$ cat config.mk
export PLATFORM = sky130hd
export DESIGN_NAME = ysyx_22040088_idu_pipe_flat
export DESIGN_NICKNAME = d
export VERILOG_FILES = /design/src/rtl/ysyx_22040088_idu_pkg.sv /design/src/rtl/ysyx_22040088_idu_pipe_if.sv /design/src/rtl/ysyx_22040088_regfile_nr.sv /design/src/rtl/ysyx_22040088_idu_pipe.sv /design/src/flat_wrapper.sv
export SDC_FILE = /design/constraint.sdc
export NUM_CORES = 2
export LEC_CHECK = 0
export CORE_MARGIN = 10
export CORE_UTILIZATION = 40
export CTS_CLUSTER_DIAMETER = 50
export DETAILED_ROUTE_END_ITERATION = 12
export GPL_ROUTABILITY_DRIVEN = 1
export PLACE_DENSITY_LB_ADDON = 0.2
export SLEW_MARGIN = 15
export SYNTH_ARGS = -nofsm -noshare
export SYNTH_HDL_FRONTEND = slang
export SYNTH_SLANG_ARGS = --single-unit
$ cat constraint.sdc
create_clock -name clk -period 7.6 [get_ports clk]
set_input_delay 1.14 -clock clk [delete_from_list [all_inputs] [get_ports clk]]
set_output_delay 1.14 -clock clk [all_outputs]
set_load 0.02 [all_outputs]
$ cat src/rtl/ysyx_22040088_idu_pkg.sv
// Shared decode definitions for the IDU pipeline stage: opcode constants,
// instruction format codes, per-opcode register usage and immediate assembly.
package ysyx_22040088_idu_pkg;

    localparam logic [6:0] OP_IMM    = 7'b0010011;
    localparam logic [6:0] OP_LOAD   = 7'b0000011;
    localparam logic [6:0] OP_JALR   = 7'b1100111;
    localparam logic [6:0] OP_IMM32  = 7'b0011011;
    localparam logic [6:0] OP_STORE  = 7'b0100011;
    localparam logic [6:0] OP_BRANCH = 7'b1100011;
    localparam logic [6:0] OP_LUI    = 7'b0110111;
    localparam logic [6:0] OP_AUIPC  = 7'b0010111;
    localparam logic [6:0] OP_JAL    = 7'b1101111;
    localparam logic [6:0] OP_OP     = 7'b0110011;
    localparam logic [6:0] OP_OP32   = 7'b0111011;

    typedef enum logic [2:0] {
        FMT_R   = 3'd0,
        FMT_I   = 3'd1,
        FMT_S   = 3'd2,
        FMT_B   = 3'd3,
        FMT_U   = 3'd4,
        FMT_J   = 3'd5,
        FMT_ILL = 3'd7
    } fmt_e;

    typedef struct packed {
        fmt_e fmt;
        logic use_rs1;
        logic use_rs2;
        logic use_rd;
    } dec_t;

    // Format and register usage implied by the opcode alone.
    function automatic dec_t decode_op(input logic [6:0] opcode);
        dec_t d;
        d.fmt     = FMT_ILL;
        d.use_rs1 = 1'b0;
        d.use_rs2 = 1'b0;
        d.use_rd  = 1'b0;
        case (opcode)
            OP_IMM, OP_LOAD, OP_JALR, OP_IMM32: begin
                d.fmt = FMT_I; d.use_rs1 = 1'b1; d.use_rd = 1'b1;
            end
            OP_STORE: begin
                d.fmt = FMT_S; d.use_rs1 = 1'b1; d.use_rs2 = 1'b1;
            end
            OP_BRANCH: begin
                d.fmt = FMT_B; d.use_rs1 = 1'b1; d.use_rs2 = 1'b1;
            end
            OP_LUI, OP_AUIPC: begin
                d.fmt = FMT_U; d.use_rd = 1'b1;
            end
            OP_JAL: begin
                d.fmt = FMT_J; d.use_rd = 1'b1;
            end
            OP_OP, OP_OP32: begin
                d.fmt = FMT_R; d.use_rs1 = 1'b1; d.use_rs2 = 1'b1; d.use_rd = 1'b1;
            end
            default: d.fmt = FMT_ILL;
        endcase
        return d;
    endfunction

    // 32-bit sign-extended immediate; R and ILL carry no immediate.
    function automatic logic [31:0] imm_of(input fmt_e fmt, input logic [31:0] inst);
        logic [31:0] imm;
        case (fmt)
            FMT_I:   imm = {{20{inst[31]}}, inst[31:20]};
            FMT_S:   imm = {{20{inst[31]}}, inst[31:25], inst[11:7]};
            FMT_B:   imm = {{19{inst[31]}}, inst[31], inst[7], inst[30:25], inst[11:8], 1'b0};
            FMT_U:   imm = {inst[31:12], 12'b0};
            FMT_J:   imm = {{11{inst[31]}}, inst[31], inst[19:12], inst[20], inst[30:21], 1'b0};
            default: imm = 32'd0;
        endcase
        return imm;
    endfunction

endpackage

$ cat src/rtl/ysyx_22040088_idu_pipe_if.sv
// IFU -> IDU -> EXU handshake, writeback and flush bundle for the decode stage.
// slave: the decode stage itself; master: the surrounding pipeline.
interface ysyx_22040088_idu_pipe_if #(parameter int XLEN = 64);
    logic            in_valid;
    logic            in_ready;
    logic [31:0]     in_inst;
    logic [XLEN-1:0] in_pc;
    logic            out_valid;
    logic            out_ready;
    logic [XLEN-1:0] out_pc;
    logic [31:0]     out_inst;
    logic [XLEN-1:0] out_rs1_data;
    logic [XLEN-1:0] out_rs2_data;
    logic [XLEN-1:0] out_imm;
    logic [2:0]      out_fmt;
    logic [4:0]      out_rd;
    logic            out_rf_we;
    logic            out_illegal;
    logic            wb_valid;
    logic [4:0]      wb_rd;
    logic [XLEN-1:0] wb_data;
    logic            flush;

    modport slave (
        input  in_valid, in_inst, in_pc, out_ready, wb_valid, wb_rd, wb_data, flush,
        output in_ready, out_valid, out_pc, out_inst, out_rs1_data, out_rs2_data,
               out_imm, out_fmt, out_rd, out_rf_we, out_illegal
    );

    modport master (
        output in_valid, in_inst, in_pc, out_ready, wb_valid, wb_rd, wb_data, flush,
        input  in_ready, out_valid, out_pc, out_inst, out_rs1_data, out_rs2_data,
               out_imm, out_fmt, out_rd, out_rf_we, out_illegal
    );
endinterface

$ cat src/rtl/ysyx_22040088_regfile_nr.sv
// Integer register file: NREG x XLEN, two combinational read ports, one
// synchronous write port. Entry 0 is a constant zero, so writes to x0 vanish.
module ysyx_22040088_regfile_nr #(
    parameter int XLEN = 64,
    parameter int NREG = 32,
    parameter int AW   = $clog2(NREG)
) (
    input  logic            clk,
    input  logic            rst,
    input  logic            we,
    input  logic [AW-1:0]   waddr,
    input  logic [XLEN-1:0] wdata,
    input  logic [AW-1:0]   raddr1,
    output logic [XLEN-1:0] rdata1,
    input  logic [AW-1:0]   raddr2,
    output logic [XLEN-1:0] rdata2
);

    logic [NREG-1:0][XLEN-1:0] rows;

    genvar gi;
    generate
        for (gi = 0; gi < NREG; gi++) begin : g_row
            if (gi == 0) begin : g_zero
                assign rows[gi] = '0;
            end else begin : g_reg
                logic [XLEN-1:0] row_reg;
                // One architectural register, cleared by reset, loaded on a matching write.
                always_ff @(posedge clk or negedge rst) begin
                    if (!rst) begin
                        row_reg <= '0;
                    end else if (we && (waddr == AW'(gi))) begin
                        row_reg <= wdata;
                    end
                end
                assign rows[gi] = row_reg;
            end
        end
    endgenerate

    assign rdata1 = rows[raddr1];
    assign rdata2 = rows[raddr2];

endmodule

$ cat src/rtl/ysyx_22040088_idu_pipe.sv
// Pipelined RV decode stage with a one-entry output register and a busy
// scoreboard that stalls RAW/WAW hazards until the matching writeback.
// Optional feature macro: YSYX_22040088_IDU_BYPASS_EN forwards a same-cycle
// writeback to a waiting source operand instead of stalling an extra cycle.
module ysyx_22040088_idu_pipe
    import ysyx_22040088_idu_pkg::*;
#(
    parameter int XLEN = 64,
    parameter int NREG = 32
) (
    input logic clk,
    input logic rst,
    ysyx_22040088_idu_pipe_if.slave bus
);

    localparam int AW = $clog2(NREG);

    logic [4:0]      rs1_idx, rs2_idx, rd_idx;
    dec_t            dec;
    logic            bad_idx, illegal;
    fmt_e            fmt;
    logic            use1, use2, rf_we;
    logic [31:0]     imm32;
    logic [XLEN-1:0] imm_ext;
    logic [XLEN-1:0] rf_rdata1, rf_rdata2, rs1_val, rs2_val;
    logic            wb_we, fwd1, fwd2;
    logic            busy1, busy2, busy_rd, hazard, in_ready, fire;
    logic [NREG-1:0] busy_reg, busy_next;

    logic            out_valid_reg;
    logic [XLEN-1:0] out_pc_reg, out_rs1_reg, out_rs2_reg, out_imm_reg;
    logic [31:0]     out_inst_reg;
    logic [2:0]      out_fmt_reg;
    logic [4:0]      out_rd_reg;
    logic            out_we_reg, out_ill_reg;

    function automatic logic idx_ok(input logic [4:0] idx);
        return int'(idx) < NREG;
    endfunction

    assign rs1_idx = bus.in_inst[19:15];
    assign rs2_idx = bus.in_inst[24:20];
    assign rd_idx  = bus.in_inst[11:7];

    // Decode: an index beyond the register file turns the whole instruction illegal.
    always_comb begin
        dec     = decode_op(bus.in_inst[6:0]);
        bad_idx = (dec.use_rs1 & !idx_ok(rs1_idx)) |
                  (dec.use_rs2 & !idx_ok(rs2_idx)) |
                  (dec.use_rd  & !idx_ok(rd_idx));
        illegal = (dec.fmt == FMT_ILL) | bad_idx;
        fmt     = illegal ? FMT_ILL : dec.fmt;
        use1    = dec.use_rs1 & !illegal;
        use2    = dec.use_rs2 & !illegal;
        rf_we   = dec.use_rd & !illegal & (rd_idx != 5'd0);
        imm32   = imm_of(fmt, bus.in_inst);
    end

    generate
        if (XLEN == 32) begin : g_imm_native
            assign imm_ext = imm32;
        end else begin : g_imm_sext
            assign imm_ext = {{(XLEN-32){imm32[31]}}, imm32};
        end
    endgenerate

    ysyx_22040088_regfile_nr #(
        .XLEN (XLEN),
        .NREG (NREG)
    ) u_regfile (
        .clk    (clk),
        .rst    (rst),
        .we     (wb_we),
        .waddr  (bus.wb_rd[AW-1:0]),
        .wdata  (bus.wb_data),
        .raddr1 (rs1_idx[AW-1:0]),
        .rdata1 (rf_rdata1),
        .raddr2 (rs2_idx[AW-1:0]),
        .rdata2 (rf_rdata2)
    );

    // Hazard detection, optional forwarding and operand selection.
    always_comb begin
        wb_we = bus.wb_valid & idx_ok(bus.wb_rd);
`ifdef YSYX_22040088_IDU_BYPASS_EN
        fwd1  = wb_we & use1 & (bus.wb_rd == rs1_idx) & (rs1_idx != 5'd0);
        fwd2  = wb_we & use2 & (bus.wb_rd == rs2_idx) & (rs2_idx != 5'd0);
`else
        fwd1  = 1'b0;
        fwd2  = 1'b0;
`endif
        busy1    = use1  & busy_reg[rs1_idx[AW-1:0]] & !fwd1;
        busy2    = use2  & busy_reg[rs2_idx[AW-1:0]] & !fwd2;
        busy_rd  = rf_we & busy_reg[rd_idx[AW-1:0]];
        hazard   = busy1 | busy2 | busy_rd;
        in_ready = (!out_valid_reg | bus.out_ready) & !hazard & !bus.flush;
        fire     = bus.in_valid & in_ready;
        rs1_val  = !use1 ? '0 : (fwd1 ? bus.wb_data : rf_rdata1);
        rs2_val  = !use2 ? '0 : (fwd2 ? bus.wb_data : rf_rdata2);
    end

    // Scoreboard update: flush wipes everything; a new claim beats a same-index writeback.
    always_comb begin
        busy_next = busy_reg;
        if (bus.flush) begin
            busy_next = '0;
        end else begin
            if (wb_we) busy_next[bus.wb_rd[AW-1:0]] = 1'b0;
            if (fire && rf_we) busy_next[rd_idx[AW-1:0]] = 1'b1;
        end
        busy_next[0] = 1'b0;
    end

    // Output entry register and scoreboard state.
    always_ff @(posedge clk or negedge rst) begin
        if (!rst) begin
            out_valid_reg <= 1'b0;
            out_pc_reg    <= '0;
            out_inst_reg  <= '0;
            out_rs1_reg   <= '0;
            out_rs2_reg   <= '0;
            out_imm_reg   <= '0;
            out_fmt_reg   <= '0;
            out_rd_reg    <= '0;
            out_we_reg    <= 1'b0;
            out_ill_reg   <= 1'b0;
            busy_reg      <= '0;
        end else begin
            if (bus.flush) begin
                out_valid_reg <= 1'b0;
            end else if (fire) begin
                out_valid_reg <= 1'b1;
            end else if (bus.out_ready) begin
                out_valid_reg <= 1'b0;
            end
            if (fire) begin
                out_pc_reg   <= bus.in_pc;
                out_inst_reg <= bus.in_inst;
                out_rs1_reg  <= rs1_val;
                out_rs2_reg  <= rs2_val;
                out_imm_reg  <= imm_ext;
                out_fmt_reg  <= fmt;
                out_rd_reg   <= rd_idx;
                out_we_reg   <= rf_we;
                out_ill_reg  <= illegal;
            end
            busy_reg <= busy_next;
        end
    end

    assign bus.in_ready     = in_ready;
    assign bus.out_valid    = out_valid_reg;
    assign bus.out_pc       = out_pc_reg;
    assign bus.out_inst     = out_inst_reg;
    assign bus.out_rs1_data = out_rs1_reg;
    assign bus.out_rs2_data = out_rs2_reg;
    assign bus.out_imm      = out_imm_reg;
    assign bus.out_fmt      = out_fmt_reg;
    assign bus.out_rd       = out_rd_reg;
    assign bus.out_rf_we    = out_we_reg;
    assign bus.out_illegal  = out_ill_reg;

endmodule

$ cat src/flat_wrapper.sv
// flat-port wrapper written by rule: the top's interface ports become plain ports
module ysyx_22040088_idu_pipe_flat import ysyx_22040088_idu_pkg::*;
#(
    parameter int XLEN = 64,
    parameter int NREG = 32
)
  (clk, rst, bus_in_valid, bus_in_inst, bus_in_pc, bus_out_ready, bus_wb_valid, bus_wb_rd, bus_wb_data, bus_flush, bus_in_ready, bus_out_valid, bus_out_pc, bus_out_inst, bus_out_rs1_data, bus_out_rs2_data, bus_out_imm, bus_out_fmt, bus_out_rd, bus_out_rf_we, bus_out_illegal);
  ysyx_22040088_idu_pipe_if #(.XLEN(XLEN)) bus_i ();
  input logic clk;
  input logic rst;
  input wire logic [$bits(bus_i.in_valid)-1:0] bus_in_valid;
  input wire logic [$bits(bus_i.in_inst)-1:0] bus_in_inst;
  input wire logic [$bits(bus_i.in_pc)-1:0] bus_in_pc;
  input wire logic [$bits(bus_i.out_ready)-1:0] bus_out_ready;
  input wire logic [$bits(bus_i.wb_valid)-1:0] bus_wb_valid;
  input wire logic [$bits(bus_i.wb_rd)-1:0] bus_wb_rd;
  input wire logic [$bits(bus_i.wb_data)-1:0] bus_wb_data;
  input wire logic [$bits(bus_i.flush)-1:0] bus_flush;
  output wire logic [$bits(bus_i.in_ready)-1:0] bus_in_ready;
  output wire logic [$bits(bus_i.out_valid)-1:0] bus_out_valid;
  output wire logic [$bits(bus_i.out_pc)-1:0] bus_out_pc;
  output wire logic [$bits(bus_i.out_inst)-1:0] bus_out_inst;
  output wire logic [$bits(bus_i.out_rs1_data)-1:0] bus_out_rs1_data;
  output wire logic [$bits(bus_i.out_rs2_data)-1:0] bus_out_rs2_data;
  output wire logic [$bits(bus_i.out_imm)-1:0] bus_out_imm;
  output wire logic [$bits(bus_i.out_fmt)-1:0] bus_out_fmt;
  output wire logic [$bits(bus_i.out_rd)-1:0] bus_out_rd;
  output wire logic [$bits(bus_i.out_rf_we)-1:0] bus_out_rf_we;
  output wire logic [$bits(bus_i.out_illegal)-1:0] bus_out_illegal;
  assign bus_i.in_valid = bus_in_valid;
  assign bus_i.in_inst = bus_in_inst;
  assign bus_i.in_pc = bus_in_pc;
  assign bus_i.out_ready = bus_out_ready;
  assign bus_i.wb_valid = bus_wb_valid;
  assign bus_i.wb_rd = bus_wb_rd;
  assign bus_i.wb_data = bus_wb_data;
  assign bus_i.flush = bus_flush;
  assign bus_in_ready = bus_i.in_ready;
  assign bus_out_valid = bus_i.out_valid;
  assign bus_out_pc = bus_i.out_pc;
  assign bus_out_inst = bus_i.out_inst;
  assign bus_out_rs1_data = bus_i.out_rs1_data;
  assign bus_out_rs2_data = bus_i.out_rs2_data;
  assign bus_out_imm = bus_i.out_imm;
  assign bus_out_fmt = bus_i.out_fmt;
  assign bus_out_rd = bus_i.out_rd;
  assign bus_out_rf_we = bus_i.out_rf_we;
  assign bus_out_illegal = bus_i.out_illegal;
  ysyx_22040088_idu_pipe #(.XLEN(XLEN), .NREG(NREG)) u_core (.clk(clk), .rst(rst), .bus(bus_i));
endmodule
# == Yosys cells after proc, flatten, opt, wreduce, memory -nomap -nowiden ==
# Cells that the tools add are included.
# word_totals
romBits,0
regBits,2282
input_bits,171
latchBits,0
mem_count,0
ram_bits,0
# classes
reduce_logical,46
n_mul,0
shifts,0
add_sub_neg,0
div_mod_pow,0
n_mux,29
eq_ne,48
n_bitwise,16
n_lt_le_gt_ge,6
# op_table
op,count
$bmux 64 s5,2
$mux 64,4
$pmux 32 s5,1
$mux 32,4
$eq 5x5->1 const B,16
$eq 5x4->1 const B,8
$logic_and 1x1->1,34
$and 32x32->32,1
$not 32->32,1
$or 32x32->32,1
$eq 7x6->1 const B,4
$lt 5x6->1 const B,4
$eq 7x5->1 const B,3
$eq 7x7->1 const B,3
$eq 5x3->1 const B,4
$pmux 3 s6,1
$bmux 1 s5,3
$mux 1,11
$and 1x1->1,10
$demux 1 s5,2
$eq 5x2->1 const B,2
$ge 5x1->1 const B,2
$eq 3x3->1 const B,3
$reduce_or 9->1,1
12 further kinds,20

# == Longest topological paths before layout ==
# logic_depth
depth_word,16
depth_mapped,10

# == Modules after synthesis ==
# From an unflattened synthesis, not the netlist that was laid out.
# hier_totals
cells_unflattened,8456
hier_area_um2,119709.8
# modules_own_cells
mod,cells_each,instances,area_per_inst_um2
ysyx_22040088_regfile_nr,7202,1,105899.1
ysyx_22040088_idu_pipe,1254,1,13810.7

# == Worst setup path after synthesis ==
# No wires, ideal clock.
# synth_path
path_type,in2out
startpoint,input bus_in_inst[22]
endpoint,output bus_in_ready
t_required_ns,6.460
path_slack_ns,3.367
arrival_ns,3.093
stages,7
cell_sequence,buf_2 buf_2 mux4_2 o2111ai_1 a211oi_1 a2111o_1 a211oi_1
# synth_via
elab_chain_len,8
# synth_lines
item,line,source
start: declaration,flat_wrapper.sv:12,input wire logic [$bits(bus_i.in_inst)-1:0] bus_in_inst;
$bmux 1 s5,ysyx_22040088_idu_pipe.sv:93,busy2 = use2 & busy_reg[rs2_idx[AW-1:0]] & !fwd2;
$mux 1 (not written as such),ysyx_22040088_idu_pipe.sv:93,
$and 1x1->1,ysyx_22040088_idu_pipe.sv:93,
$or 1x1->1 (2 in a row),ysyx_22040088_idu_pipe.sv:95,hazard = busy1 | busy2 | busy_rd;
$logic_not 1->1,ysyx_22040088_idu_pipe.sv:96,in_ready = (!out_valid_reg | bus.out_ready) & !hazard & !bus.flush;
$and 1x1->1 (2 in a row),ysyx_22040088_idu_pipe.sv:96,
end: declaration,flat_wrapper.sv:19,output wire logic [$bits(bus_i.in_ready)-1:0] bus_in_ready;
# Every way passes these cells. The select of a mux whose other input is x is not followed.

# == Worst setup path in the final report ==
# layout_path
startpoint,input bus_in_inst[2]
endpoint,output bus_in_ready
# layout_via
elab_chain_len,12
# layout_lines
item,line,source
"$eq 7x5->1, or another cell as far along",ysyx_22040088_idu_pkg.sv:41,case (opcode)
$reduce_or 4->1 or $reduce_or 2->1 (tied branches),ysyx_22040088_idu_pkg.sv:41,
$pmux 3 s6,ysyx_22040088_idu_pkg.sv:41,
$eq 3x3->1,ysyx_22040088_idu_pipe.sv:51,illegal = (dec.fmt == FMT_ILL) | bad_idx;
$logic_not 1->1,"ysyx_22040088_idu_pipe.sv:53, ysyx_22040088_idu_pipe.sv:54, ysyx_22040088_idu_pipe.sv:55",
$and 1x1->1 (on tied branches),"ysyx_22040088_idu_pipe.sv:53, ysyx_22040088_idu_pipe.sv:54, ysyx_22040088_idu_pipe.sv:55",
$and 1x1->1 (on tied branches),"ysyx_22040088_idu_pipe.sv:92, ysyx_22040088_idu_pipe.sv:55, ysyx_22040088_idu_pipe.sv:93",
$or 1x1->1 or $and 1x1->1 (tied branches),"ysyx_22040088_idu_pipe.sv:95, ysyx_22040088_idu_pipe.sv:94",
$or 1x1->1 (*),ysyx_22040088_idu_pipe.sv:95,
$logic_not 1->1 (*),ysyx_22040088_idu_pipe.sv:96,
$and 1x1->1 (*) (2 in a row),ysyx_22040088_idu_pipe.sv:96,
# Every way passes the cells marked *; elsewhere a longest branch is shown, timed or not.

==> metrics.md <==
| Metric | Value |
|---|---|
| Fillers | 25810 |
| Initial antenna violation count | 34 |
| RSZ-0062 raised after global routing | no |
| Post-synth EDFFs | 0 |
| DP Area | 127300 um2 |
| Synth warn | 0 |
| FP Rows | 200 |
| Crit path DAT | 4.74 ns |
| Worst vdd ir | 170.5 uV |
| H-Tree Level Count | 5 |
| Setup-failing EPs final | 0 |
| Synth top area share | 47.79% |
| Req. time, crit path | 6.46 ns |
| Syn_area_per_cell | 15.57 um2 |
| Max-slew violation count | 0 |
| Die Area | 320300 um2 |
| CTS buffer count | 318 |
| Type of the most critical hold path | in2async |
| Synth Instances | 7660 |
| Sink Count | 2277 |
| First-pass GRT wire length | 570.1 mm |
| Worst-path clk slew | 0.06 ns |
| Lkg Pwr | 59.32 nW |
| WS Path Type | in2out |
| Dpl cells | 11360 |
| CTS tree | done |
| Initial DRC count | 5658 |
| Setup tns final | 0 ns |
| Largest net degree at the start of global routing | 171 |
| Post-DR wirelength/cell | 32.65 um |
| Gr usage total | 23.70% |
| Pwr Total | 38.61 mW |
| Asr flop ratio synth | 100.0% |
| Max cap viols | 0 |
| Setup WS pre-CTS | 1.721 ns |
| Post-CTS Hold Buffers | 0 |
| Post-layout minimum cycle time | 5.879 ns |
| Final clock skew | 0.04168 ns |
| Vias in the first global route | 78840 |
| Die width | 566.0 um |
| Most frequent cells in the layout | dfrtp_1 (2277), mux2_2 (2141), mux4_2 (1031) |
| Top FF cell, synth | dfrtp_1 |
| Clk Latency, worst-skew pair | 0.87 ns |
| Max reg flops | 1984 |
| Synthesized area | 119200 um2 |
| Fin worst setup slack | 1.721 ns |
| Post-CTS Setup Bufs | 0 |
| Slew at the pin closest to its max-slew limit | 1.171 ns |
| Final cell count without fillers | 11950 |
| Root buffer cell | clkbuf_16 |
| CP max FO | 47 |
| I/O pins | 471 |
| Post-DP HPWL | 215.9 mm |
| Die height | 566.0 um |
| Gpl congestion | 0.8071 |
| CORE AREA | 296800 um2 |
| Post-CTS sizing | 0 |
| Dominant cell type by area after synthesis | dfrtp_1 |
| Pwr dens | 279.0 nW/um2 |
| Buffers on Ports | 470 |
| Synth Register Bits | 2277 |
| Register area share after synthesis | 47.79% |
| DRC errors left | 0 |
| Crit start category | input port |
| Final hold slack | 0.2361 ns |
| Post-route ant nets | 0 |
| Initial Utilization | 40.17% |
| Share of layout cells above drive strength 1 | 48.99% |
| Final Hold Vio Count | 0 |
| Tcrit/Tclk final | 77.36% |
| CTS Buffer Depth | 4 |
| Design area | 138400 um2 |
| Final Routed Wirelength | 390.2 mm |
| Status | complete, no violations |
| Post-layout nets | 7916 |
| Congestion Overflow GR | 0 |
| CP Capture Type | output port |
| Routed vias | 73740 |
| Fmax | 170.1 MHz |
| Synth unique cells | 49 |
| Finished Core Util | 46.63% |
| Drt pass-1 iters | 5 |
| Post-synth net total | 7831 |
| Via/cell ratio | 6.171 |
| Commonest non-fill, non-tap cell in the layout | dfrtp_1 |
| Synth area leaders | dfrtp_1 (48%), mux2_2 (20%), mux4_2 (19%) |
| Area grow syn2layout | 16.06% |
| Slew HR | 21.70% |
layout make-up:
class / count / area, um2 / area share (%)
antenna: 12 / 30.03 / 0.02170
clock buffer: 412 / 8920 / 6.446
clock inverter: 162 / 2125 / 1.535
inverter: 37 / 153.9 / 0.1112
multi-input combinational: 4479 / 58820 / 42.50
sequential: 2277 / 56980 / 41.17
tap: 3939 / 4928 / 3.561
timing repair buffer: 632 / 6429 / 4.646
worst max-delay path, stage by stage:
cell	delay, ns
clkdlybuf4s50_1	0.79
and4b_1	0.31
and2_4	0.41
nor4b_1	0.30
a2111o_1	0.44
a211oi_1	0.59
clkdlybuf4s50_1	0.74
power breakdown:
part           switching [mW]  total [mW]  internal [mW]
Sequential               1.56        15.9           14.3
Clock                    5.94        15.5           9.58
Combinational            2.84        7.20           4.36
Total                    10.3        38.6           28.3
per-layer routing:
metal  vias to the layer above  GRT usage [%]  part of all wire [%]
met1                     40710          31.78                    42
li1                      29740              -                     -
met2                      2526          39.50                    49
met4                        16          7.913                   3.6
met3                       741          3.610                   5.3
met5                         -              0                 0.029
kinds of logic after synthesis:
group | count (synthesis) | synth area share, %
compound gates | 361 | 2.284
xor+xnor | 1 | 0.007347
buf+inv | 904 | 3.102
flops | 2277 | 47.79
mux | 3819 | 45.34
simple gates | 298 | 1.472
final timing paths:
check                      slack, ns  cells after the start                         startpoint                                                  endpoint
setup / recovery                1.72                      7                     bus_in_inst[2]                                              bus_in_ready
hold / removal                  0.24                      1                                rst                   u_core.bus.out_rs1_data[60]$_DFFE_PN0P_
setup reg to reg                3.66                      7      u_core.busy_reg[31]$_DFF_PN0_                   u_core.bus.out_rs1_data[17]$_DFFE_PN0P_
hold reg to reg                 0.48                      1  u_core.bus.out_pc[51]$_DFFE_PN0P_                         u_core.bus.out_pc[51]$_DFFE_PN0P_
max in group asynchronous       5.26                      3                                rst  u_core.u_regfile.g_row[30].g_reg.row_reg[13]$_DFFE_PN0P_
min in group clk                0.48                      1  u_core.bus.out_pc[51]$_DFFE_PN0P_                         u_core.bus.out_pc[51]$_DFFE_PN0P_
cell usage after synthesis (all sizes together), types with 2 or more instances:
cell,instances
a221o,126
buf,270
a211oi,6
nand3b,3
or2,3
a22oi,11
clkbuf,597
o21bai,3
and3b,4
a21o,13
inv,37
and3,21
mux2,2349
o2bb2ai,2
nor3b,31
a21oi,26
o21a,2
nand2,34
and2,4
a221oi,2
o21ai,131
nor4,3
a22o,4
dfrtp,2277
a41o,21
nor3,6
mux2i,439
nand3,8
o22ai,2
mux4,1031
nor2,28
nor2b,141
a2111oi,2
o211ai,6
and4b,2
nand2b,7
Power figures use the tool's default switching activity.
